==> src/rtl/muldiv_unit.sv <==
// Iterative RV32M multiply/divide unit: radix-2, one bit per clock, 32 iterations per op.
// Optional macro MULDIV_FASTPATH_EN lets divide-by-zero / signed-overflow requests skip CALC.
module muldiv_unit #(
  parameter int XLEN = 32
) (
  input  logic            i_clk,
  input  logic            i_reset,
  input  logic            i_start,
  input  logic [2:0]      i_funct3,
  input  logic [XLEN-1:0] i_rs1_data,
  input  logic [XLEN-1:0] i_rs2_data,
  input  logic [4:0]      i_rd_addr,
  output logic            o_busy,
  output logic            o_done,
  output logic [XLEN-1:0] o_result,
  output logic [4:0]      o_rd_addr,
  output logic            o_rd_wren
);

  typedef enum logic [1:0] {
    S_IDLE = 2'd0,
    S_CALC = 2'd1,
    S_DONE = 2'd2
  } state_t;

  state_t              r_state;
  state_t              w_state_nxt;
  logic [2:0]          r_funct3;
  logic                r_sa;
  logic                r_sb;
  logic [XLEN-1:0]     r_mag_a;
  logic [XLEN-1:0]     r_mag_b;
  logic                r_dbz;
  logic                r_ovf;
  logic [2*XLEN-1:0]   r_acc;
  logic [4:0]          r_cnt;

  logic                w_a_signed;
  logic                w_b_signed;
  logic                w_in_sa;
  logic                w_in_sb;
  logic [XLEN-1:0]     w_in_mag_a;
  logic [XLEN-1:0]     w_in_mag_b;
  logic                w_in_dbz;
  logic                w_in_ovf;
  logic                w_fast;
  logic [XLEN:0]       w_mul_sum;
  logic [2*XLEN-1:0]   w_mul_nxt;
  logic [XLEN:0]       w_trial;
  logic [XLEN:0]       w_diff;
  logic [2*XLEN-1:0]   w_div_nxt;
  logic                w_neg;
  logic [2*XLEN-1:0]   w_prod;
  logic [XLEN-1:0]     w_quot;
  logic [XLEN-1:0]     w_rem;
  logic [XLEN-1:0]     w_rs1;
  logic [XLEN-1:0]     w_result;

  // Operand signedness by opcode.
  always_comb begin
    w_a_signed = 1'b0;
    w_b_signed = 1'b0;
    case (i_funct3)
      3'b001, 3'b100, 3'b110: begin
        w_a_signed = 1'b1;
        w_b_signed = 1'b1;
      end
      3'b010: begin
        w_a_signed = 1'b1;
        w_b_signed = 1'b0;
      end
      default: begin
        w_a_signed = 1'b0;
        w_b_signed = 1'b0;
      end
    endcase
  end

  assign w_in_sa    = w_a_signed & i_rs1_data[XLEN-1];
  assign w_in_sb    = w_b_signed & i_rs2_data[XLEN-1];
  assign w_in_mag_a = w_in_sa ? (~i_rs1_data + 32'd1) : i_rs1_data;
  assign w_in_mag_b = w_in_sb ? (~i_rs2_data + 32'd1) : i_rs2_data;
  assign w_in_dbz   = i_funct3[2] & (i_rs2_data == 32'd0);
  assign w_in_ovf   = i_funct3[2] & ~i_funct3[0] &
                      (i_rs1_data == 32'h8000_0000) & (i_rs2_data == 32'hFFFF_FFFF);

`ifdef MULDIV_FASTPATH_EN
  assign w_fast = w_in_dbz | w_in_ovf;
`else
  assign w_fast = 1'b0;
`endif

  // Multiply step: acc = {high partial, multiplier}; add multiplicand on LSB, shift right.
  assign w_mul_sum = {1'b0, r_acc[2*XLEN-1:XLEN]} + (r_acc[0] ? {1'b0, r_mag_a} : 33'd0);
  assign w_mul_nxt = {w_mul_sum, r_acc[XLEN-1:1]};

  // Restoring divide step: acc = {remainder, dividend/quotient}; quotient bits enter at LSB.
  assign w_trial   = r_acc[2*XLEN-1:XLEN-1];
  assign w_diff    = w_trial - {1'b0, r_mag_b};
  assign w_div_nxt = w_diff[XLEN] ? {w_trial[XLEN-1:0], r_acc[XLEN-2:0], 1'b0}
                                  : {w_diff[XLEN-1:0], r_acc[XLEN-2:0], 1'b1};

  // Sign fix-up of the unsigned core results, with the special cases forced.
  assign w_neg  = r_sa ^ r_sb;
  assign w_prod = w_neg ? (~r_acc + 64'd1) : r_acc;
  assign w_quot = w_neg ? (~r_acc[XLEN-1:0] + 32'd1) : r_acc[XLEN-1:0];
  assign w_rem  = r_sa ? (~r_acc[2*XLEN-1:XLEN] + 32'd1) : r_acc[2*XLEN-1:XLEN];
  assign w_rs1  = r_sa ? (~r_mag_a + 32'd1) : r_mag_a;

  always_comb begin
    w_result = 32'd0;
    case (r_funct3)
      3'b000:                 w_result = w_prod[XLEN-1:0];
      3'b001, 3'b010, 3'b011: w_result = w_prod[2*XLEN-1:XLEN];
      3'b100, 3'b101:         w_result = r_dbz ? 32'hFFFF_FFFF : (r_ovf ? 32'h8000_0000 : w_quot);
      3'b110, 3'b111:         w_result = r_dbz ? w_rs1 : (r_ovf ? 32'd0 : w_rem);
      default:                w_result = 32'd0;
    endcase
  end

  // State register.
  always_ff @(posedge i_clk) begin
    if (i_reset) begin
      r_state <= S_IDLE;
    end else begin
      r_state <= w_state_nxt;
    end
  end

  // Next-state logic.
  always_comb begin
    w_state_nxt = r_state;
    case (r_state)
      S_IDLE: begin
        if (i_start) begin
          w_state_nxt = w_fast ? S_DONE : S_CALC;
        end else begin
          w_state_nxt = S_IDLE;
        end
      end
      S_CALC: begin
        if (r_cnt == 5'd31) begin
          w_state_nxt = S_DONE;
        end else begin
          w_state_nxt = S_CALC;
        end
      end
      S_DONE:  w_state_nxt = S_IDLE;
      default: w_state_nxt = S_IDLE;
    endcase
  end

  // Operand capture, iteration datapath and registered outputs.
  always_ff @(posedge i_clk) begin
    if (i_reset) begin
      r_funct3  <= 3'd0;
      r_sa      <= 1'b0;
      r_sb      <= 1'b0;
      r_mag_a   <= 32'd0;
      r_mag_b   <= 32'd0;
      r_dbz     <= 1'b0;
      r_ovf     <= 1'b0;
      r_acc     <= 64'd0;
      r_cnt     <= 5'd0;
      o_busy    <= 1'b0;
      o_done    <= 1'b0;
      o_rd_wren <= 1'b0;
      o_result  <= 32'd0;
      o_rd_addr <= 5'd0;
    end else begin
      case (r_state)
        S_IDLE: begin
          o_done    <= 1'b0;
          o_rd_wren <= 1'b0;
          o_result  <= 32'd0;
          o_busy    <= i_start;
          if (i_start) begin
            r_funct3  <= i_funct3;
            r_sa      <= w_in_sa;
            r_sb      <= w_in_sb;
            r_mag_a   <= w_in_mag_a;
            r_mag_b   <= w_in_mag_b;
            r_dbz     <= w_in_dbz;
            r_ovf     <= w_in_ovf;
            r_acc     <= i_funct3[2] ? {32'd0, w_in_mag_a} : {32'd0, w_in_mag_b};
            r_cnt     <= 5'd0;
            o_rd_addr <= i_rd_addr;
          end
        end
        S_CALC: begin
          r_acc <= r_funct3[2] ? w_div_nxt : w_mul_nxt;
          r_cnt <= r_cnt + 5'd1;
        end
        S_DONE: begin
          o_done    <= 1'b1;
          o_rd_wren <= 1'b1;
          o_result  <= w_result;
        end
        default: begin
          o_busy <= 1'b0;
        end
      endcase
    end
  end

endmodule
==> config.mk <==
export PLATFORM = sky130hd
export DESIGN_NAME = muldiv_unit
export DESIGN_NICKNAME = d
export VERILOG_FILES = /design/src/rtl/muldiv_unit.sv
export SDC_FILE = /design/constraint.sdc
export NUM_CORES = 1
export LEC_CHECK = 0
export ABC_CLOCK_PERIOD_IN_PS = 6000
export CAP_MARGIN = 40
export CORE_ASPECT_RATIO = 0.9
export CORE_UTILIZATION = 50
export DETAILED_ROUTE_END_ITERATION = 8
export GPL_ROUTABILITY_DRIVEN = 0
export PLACE_DENSITY = 0.7
export SYNTH_ARGS = -nofsm -noshare
export SYNTH_HDL_FRONTEND = slang
export SYNTH_SLANG_ARGS = --single-unit
==> constraint.sdc <==
create_clock -name i_clk -period 6 [get_ports i_clk]
set_input_delay 0.9 -clock i_clk [delete_from_list [all_inputs] [get_ports i_clk]]
set_output_delay 0.9 -clock i_clk [all_outputs]
set_load 0.01 [all_outputs]
After elaboration in Yosys (flattened, before gate mapping)
Index checks and enable logic that the tools add are counted.

word-level totals
  register bits = 181
  output and inout bits = 40
  word-level logic and storage cells = 94

cells by class
  add/subtract/negate cells = 9
  equal/unequal tests = 17
  muxes and demuxes = 27
  bitwise gates (word level) = 14
  reduce and logical (&&, ||, !) cells = 13

operator list
  operator                 number
  $mux W32                 11
  $mux W64                 4
  $add A32 B1 Y32 const B  5
  $not A32 Y32             5
  $pmux W32 S4             1
  $pmux W64 S2             1
  $add A64 B1 Y64 const B  1
  $eq A32 B32 Y1 const B   2
  $not A64 Y64             1
  $pmux W32 S2             1
  $add A32 B32 Y33         1
  $sub A33 B32 Y33         1
  $logic_not A32 Y1        1
  $eq A3 B3 Y1 const B     6
  $pmux W5 S2              1
  $eq A3 B2 Y1 const B     3
  $and A1 B1 Y1            6
  $eq A3 B1 Y1 const B     2
  $reduce_or A2 Y1         3
  $reduce_or A3 Y1         2
  $add A5 B1 Y5 const B    1
  $eq A5 B5 Y1 const B     1
  $mux W5                  1
  $pmux W1 S2              2
  13 further kinds         17

Depth between registers and ports, before layout
  word-level depth = 8
  gate-level depth with buffers = 17

Worst setup path after synthesis
No wires, ideal clock.

  path type = input-to-reg
  start point = input i_rs2_data[13]
  end point = register r_acc[28]
  library setup time = 0.132 ns
  arrival time = 3.720 ns
  setup slack = 2.148 ns
  stages = 10
  buffers on the path = 0
  cells stage by stage = or4_1 or3_1 or4_1 or4_4 nor4_2 a21oi_1 xnor2_1 nand2b_1 a221oi_1 nor3_1

on the way
  word-level cells in the longest chain between the ends = 6

RTL lines
  element               RTL line  RTL
  from (decl)           11        input logic [XLEN-1:0] i_rs2_data,
  $not A32 Y32          82        assign w_in_mag_b = w_in_sb ? (~i_rs2_data + 32'd1) : i_rs2_data;
  $add A32 B1 Y32       82
  $mux W32              82
  $mux W32              185       r_acc <= i_funct3[2] ? {32'd0, w_in_mag_a} : {32'd0, w_in_mag_b};
  $mux W64              177       if (i_start) begin
  $pmux W64 S2          171       case (r_state)
  to (signal assigned)  185
  to (signal assigned)  191       r_acc <= r_funct3[2] ? w_div_nxt : w_mul_nxt;
  to (decl)             35        logic [2*XLEN-1:0] r_acc;

Every way passes these cells. The select of a mux whose other input is x is not followed.
A chain may end at the register's enable or synchronous reset.

Worst setup path in the final report
  start point = register r_mag_a[0]
  end point = register r_acc[61]

on the way
  word-level cells in the longest chain between the ends = 4

RTL lines
  element                 RTL line  RTL
  from (decl)             31        logic [XLEN-1:0] r_mag_a;
  from (signal assigned)  181       r_mag_a <= w_in_mag_a;
  $mux W32                94        assign w_mul_sum = {1'b0, r_acc[2*XLEN-1:XLEN]} + (r_acc[0] ? {1'b0, r_mag_a} : 33'd0);
  $add A32 B32 Y33        94
  $mux W64                191
  $pmux W64 S2            171

Every way passes these cells.

==> summary.txt <==
Synth
  • Largest family of logic cells by synthesized area: compound AO/OA/AOI/OAI gates
  • Seq/Total Area, Yosys: 22.5%
  • Syn Nets: 2341
  • Number of synthesis warnings: 0
  • Simple-Gate Fraction of Synth Area: 20.9%
  • FFs w/ async S/R, synth: 0%
  • Yosys reg bits: 181
  • Synth Area in Adders: 6.08%
  • Syn avg cell area: 7.36 µm²
  • Post-synth EDFFs: 0
  • Synth Cell Area: 0.0161 mm²
  • Synth Area in XOR/XNOR: 12.2%
  • Mux cell area share after synthesis: 3.50%
  • Synth cell types: 76
  • Cells after Synth: 2189
  • Fraction of the mapped netlist area in compound gates: 29.3%
  • Post-synth top flop: dfxtp_1

Route
  • DR DRC count: 0
  • DR vias: 17444
  • DRT antenna net count: 0
  • Final WL: 58800 µm
  • Drt via density: 6.69
  • DR iter-0 viols: 2443
  • Routed length per instance: 22.5 µm
  • 1st-pass router iterations: 8

Clock tree
  • PostCTS Resize Cnt: 0
  • CTS sink cnt: 181
  • Hold_buf cts: 0
  • H-Tree Level Count: 4
  • Clock Latency Late Sink: 470 ps
  • CTS Buf Count: 17
  • Post-CTS Setup Bufs: 0
  • Worst-path clk slew: 90 ps
  • Root Buffer Master: clkbuf_16
  • CTS tree: yes
  • Clock buffer depth: 2

STA
  • Final max-slew violation count: 0
  • Setup TNS Final: 0 ps
  • Tcrit/Tclk final: 70.5%
  • Hold Violations, Final: 0
  • Shortest clock period the worst path allows after layout: 4230 ps
  • Tightest Pin Transition: 924 ps
  • Setup Skew: 17.3 ps
  • Slew margin rel.: 38.2%
  • Max frequency: 0.237 GHz
  • RSZ-0062 raised after global routing: no
  • Hold_ws: 445 ps
  • Final setup vio count: 0

Power and ir drop
  • Net Sw Frac: 39.2%
  • Combinational group share of total power: 30.0%
  • Power density over the cells: 206 mW/mm²
  • Final Power: 0.00372 W
  • Worst IR Drop VDD: 0.000244 V
  • Sequential share of power: 37.5%
  • Leak Pwr: 6.95 nW
  • Net Switching: 0.00145 W
  • P_int: 0.00226 W
  • Clk pwr share: 32.5%

Critical path
  • R2r setup slk: 1770 ps
  • Crit path launch type: flip-flop
  • WP data required: 6360 ps
  • Largest stage delay, worst path: 540 ps
  • Crit-path leading delay family: compound AO/OA/AOI/OAI gates
  • CP Buf/Inv Count: 2
  • Worst Setup End Kind: flip-flop
  • Crit path kind: reg -> reg
  • Crit-path cells: inv_1 -> nor2_1 -> ha_1 -> inv_1 -> fa_1 -> nor2b_1 -> nor3_1 -> o21ai_0 -> a31oi_1 -> o21ai_0 -> a21oi_1 -> o31ai_1 -> o31a_1 -> a21oi_1 -> a221o_1
  • Worst EP arrival: 4590 ps
  • Slowest cell on crit path: dfxtp_1
  • Maximum fanout along the worst path: 6

Cells and area
  • FF/Latch Area: 0.00363 mm²
  • Fillers: 2989
  • Multi-input gate area: 0.0116 mm²
  • Nets: 2339
  • Area grow syn2layout: 11.9%
  • Share of layout cells above drive strength 1: 5.59%
  • Number of diodes: 0
  • Post-route insts no fill: 2609
  • Commonest non-fill, non-tap cell in the layout: nor2_1
  • Most frequent cells in the layout: 233 x nor2_1, 199 x a21oi_1, 179 x dfxtp_1

Place
  • Port bufs: 114
  • # placed instances: 2575
  • Final HPWL DP: 45100 µm

Global routing
  • Largest net degree at the start of global routing: 77
  • Initial antenna violation count: 0
  • Gr ovfl total: 0
  • First-pass GRT wire length: 89300 µm
  • Vias in the first global route: 15491
  • Total Routing Usage GR: 35.4%

Die
  • Core ar.: 0.0313 mm²
  • Die Ht: 172 µm
  • Die Area: 0.0329 mm²
  • Cell row count: 61
  • Horiz. Die Dim: 191 µm
  • IO Count: 115
  • Initial core utilization: 51.5%

Status
  • Status: completed

Min path
  • Hold crit path type: reg -> reg

Job
  • Max Cap Viol: 0
[routing by layer]
metal,up-vias,global-route usage (%),share of wire (%)
met5,-,0,0
met3,179,7.27,11
li1,7969,-,-
met2,1094,52.8,42
met4,0,15.4,5.0
met1,8202,49.1,42
[path summary, 6_finish.rpt]
kind	from	end	cells past startpoint
worst max register to register	r_mag_a[0]	r_acc[61]	15
worst min register to register	o_result[17]	o_result[17]	2
worst max-delay path	r_mag_a[0]	r_acc[61]	15
worst min-delay path	o_result[17]	o_result[17]	2
[sequential cells by signal, summed over array words and instances, names as in the netlist, 2 cells and up]
signal,flops
r_funct3,3
o_rd_addr,5
r_cnt,5
o_result,32
r_acc,64
r_mag_b,32
r_mag_a,32
r_state,2
[kinds of logic after synthesis]
kind of cell	Yosys count
adders and majority gates	77
buffers and inverters	235
muxes	54
DFF	181
AOI/OAI and AO/OA	720
xor gates and xnor gates	224
and+or+nand+nor	698
[tightest hold or removal path, delay by kind of cell, from the launching register on]
family / cells / cell delay (ps)
DFF: 1 / 310
and+or+nand+nor: 2 / 90
[power by group through the flow]
stage,Sequential [W],Clock (W),Combinational [W]
2_1_floorplan,0.00135,0,0.000748
3_3_place_gp,0.00141,0,0.00105
3_5_place_dp,0.00141,0,0.00107
4_1_cts,0.00138,0.00121,0.00108
5_1_grt,0.00140,0.00126,0.00119
6_report,0.00139,0.00121,0.00111
[Yosys cell counts (5+ instances only)]
cell	number	area, µm²
a221o_1	6	60.1
o221ai_1	29	254
a21boi_0	6	45.0
xnor2_1	126	1100
a21oi_1	200	1000
a21o_1	40	300
nor2_1	234	878
o41ai_1	18	158
a22oi_1	37	278
a22o_1	5	43.8
a221oi_1	14	123
mux2_2	19	214
inv_1	71	267
buf_1	18	67.6
o31ai_1	30	225
dfxtp_1	181	3620
xor2_1	98	858
nand2b_1	23	144
ha_1	75	938
o21ai_0	138	691
mux2i_1	35	350
o22ai_1	10	62.6
a211oi_1	102	766
o21a_1	12	90.1
o211ai_1	13	97.6
a211o_1	5	43.8
nand2_1	167	627
o31a_1	5	43.8
a31oi_1	12	75.1
or2_2	12	75.1
nand4_1	16	100
and2_1	41	257
o21bai_1	10	75.1
nor4_1	23	144
and3_1	14	87.6
nand3_1	30	150
or3_1	22	138
nor3_1	56	280
clkbuf_1	143	537
or4_1	25	188
nor2b_1	10	62.6
[layout make-up]
cell class | instances | share of cell area [%]
multi-input combinational | 1773 | 64.6
sequential | 181 | 20.1
timing repair buffer | 143 | 7.47
tap | 409 | 2.84
clock buffer | 17 | 2.36
inverter | 71 | 1.48
clock inverter | 15 | 1.16
[stage by stage]
step | utilization [%] | cell area, µm² | setup WS [ps]
2_1_floorplan | - | 16100 | 2150
3_3_place_gp | 55.4 | 17300 | 1390
3_5_place_dp | 55.5 | 17400 | 1390
4_1_cts | 57.5 | 18000 | 1850
5_1_grt | 57.6 | 18000 | 1530
6_report | 57.6 | 18000 | 1770
No activity file was read; power rests on OpenSTA's default activity.
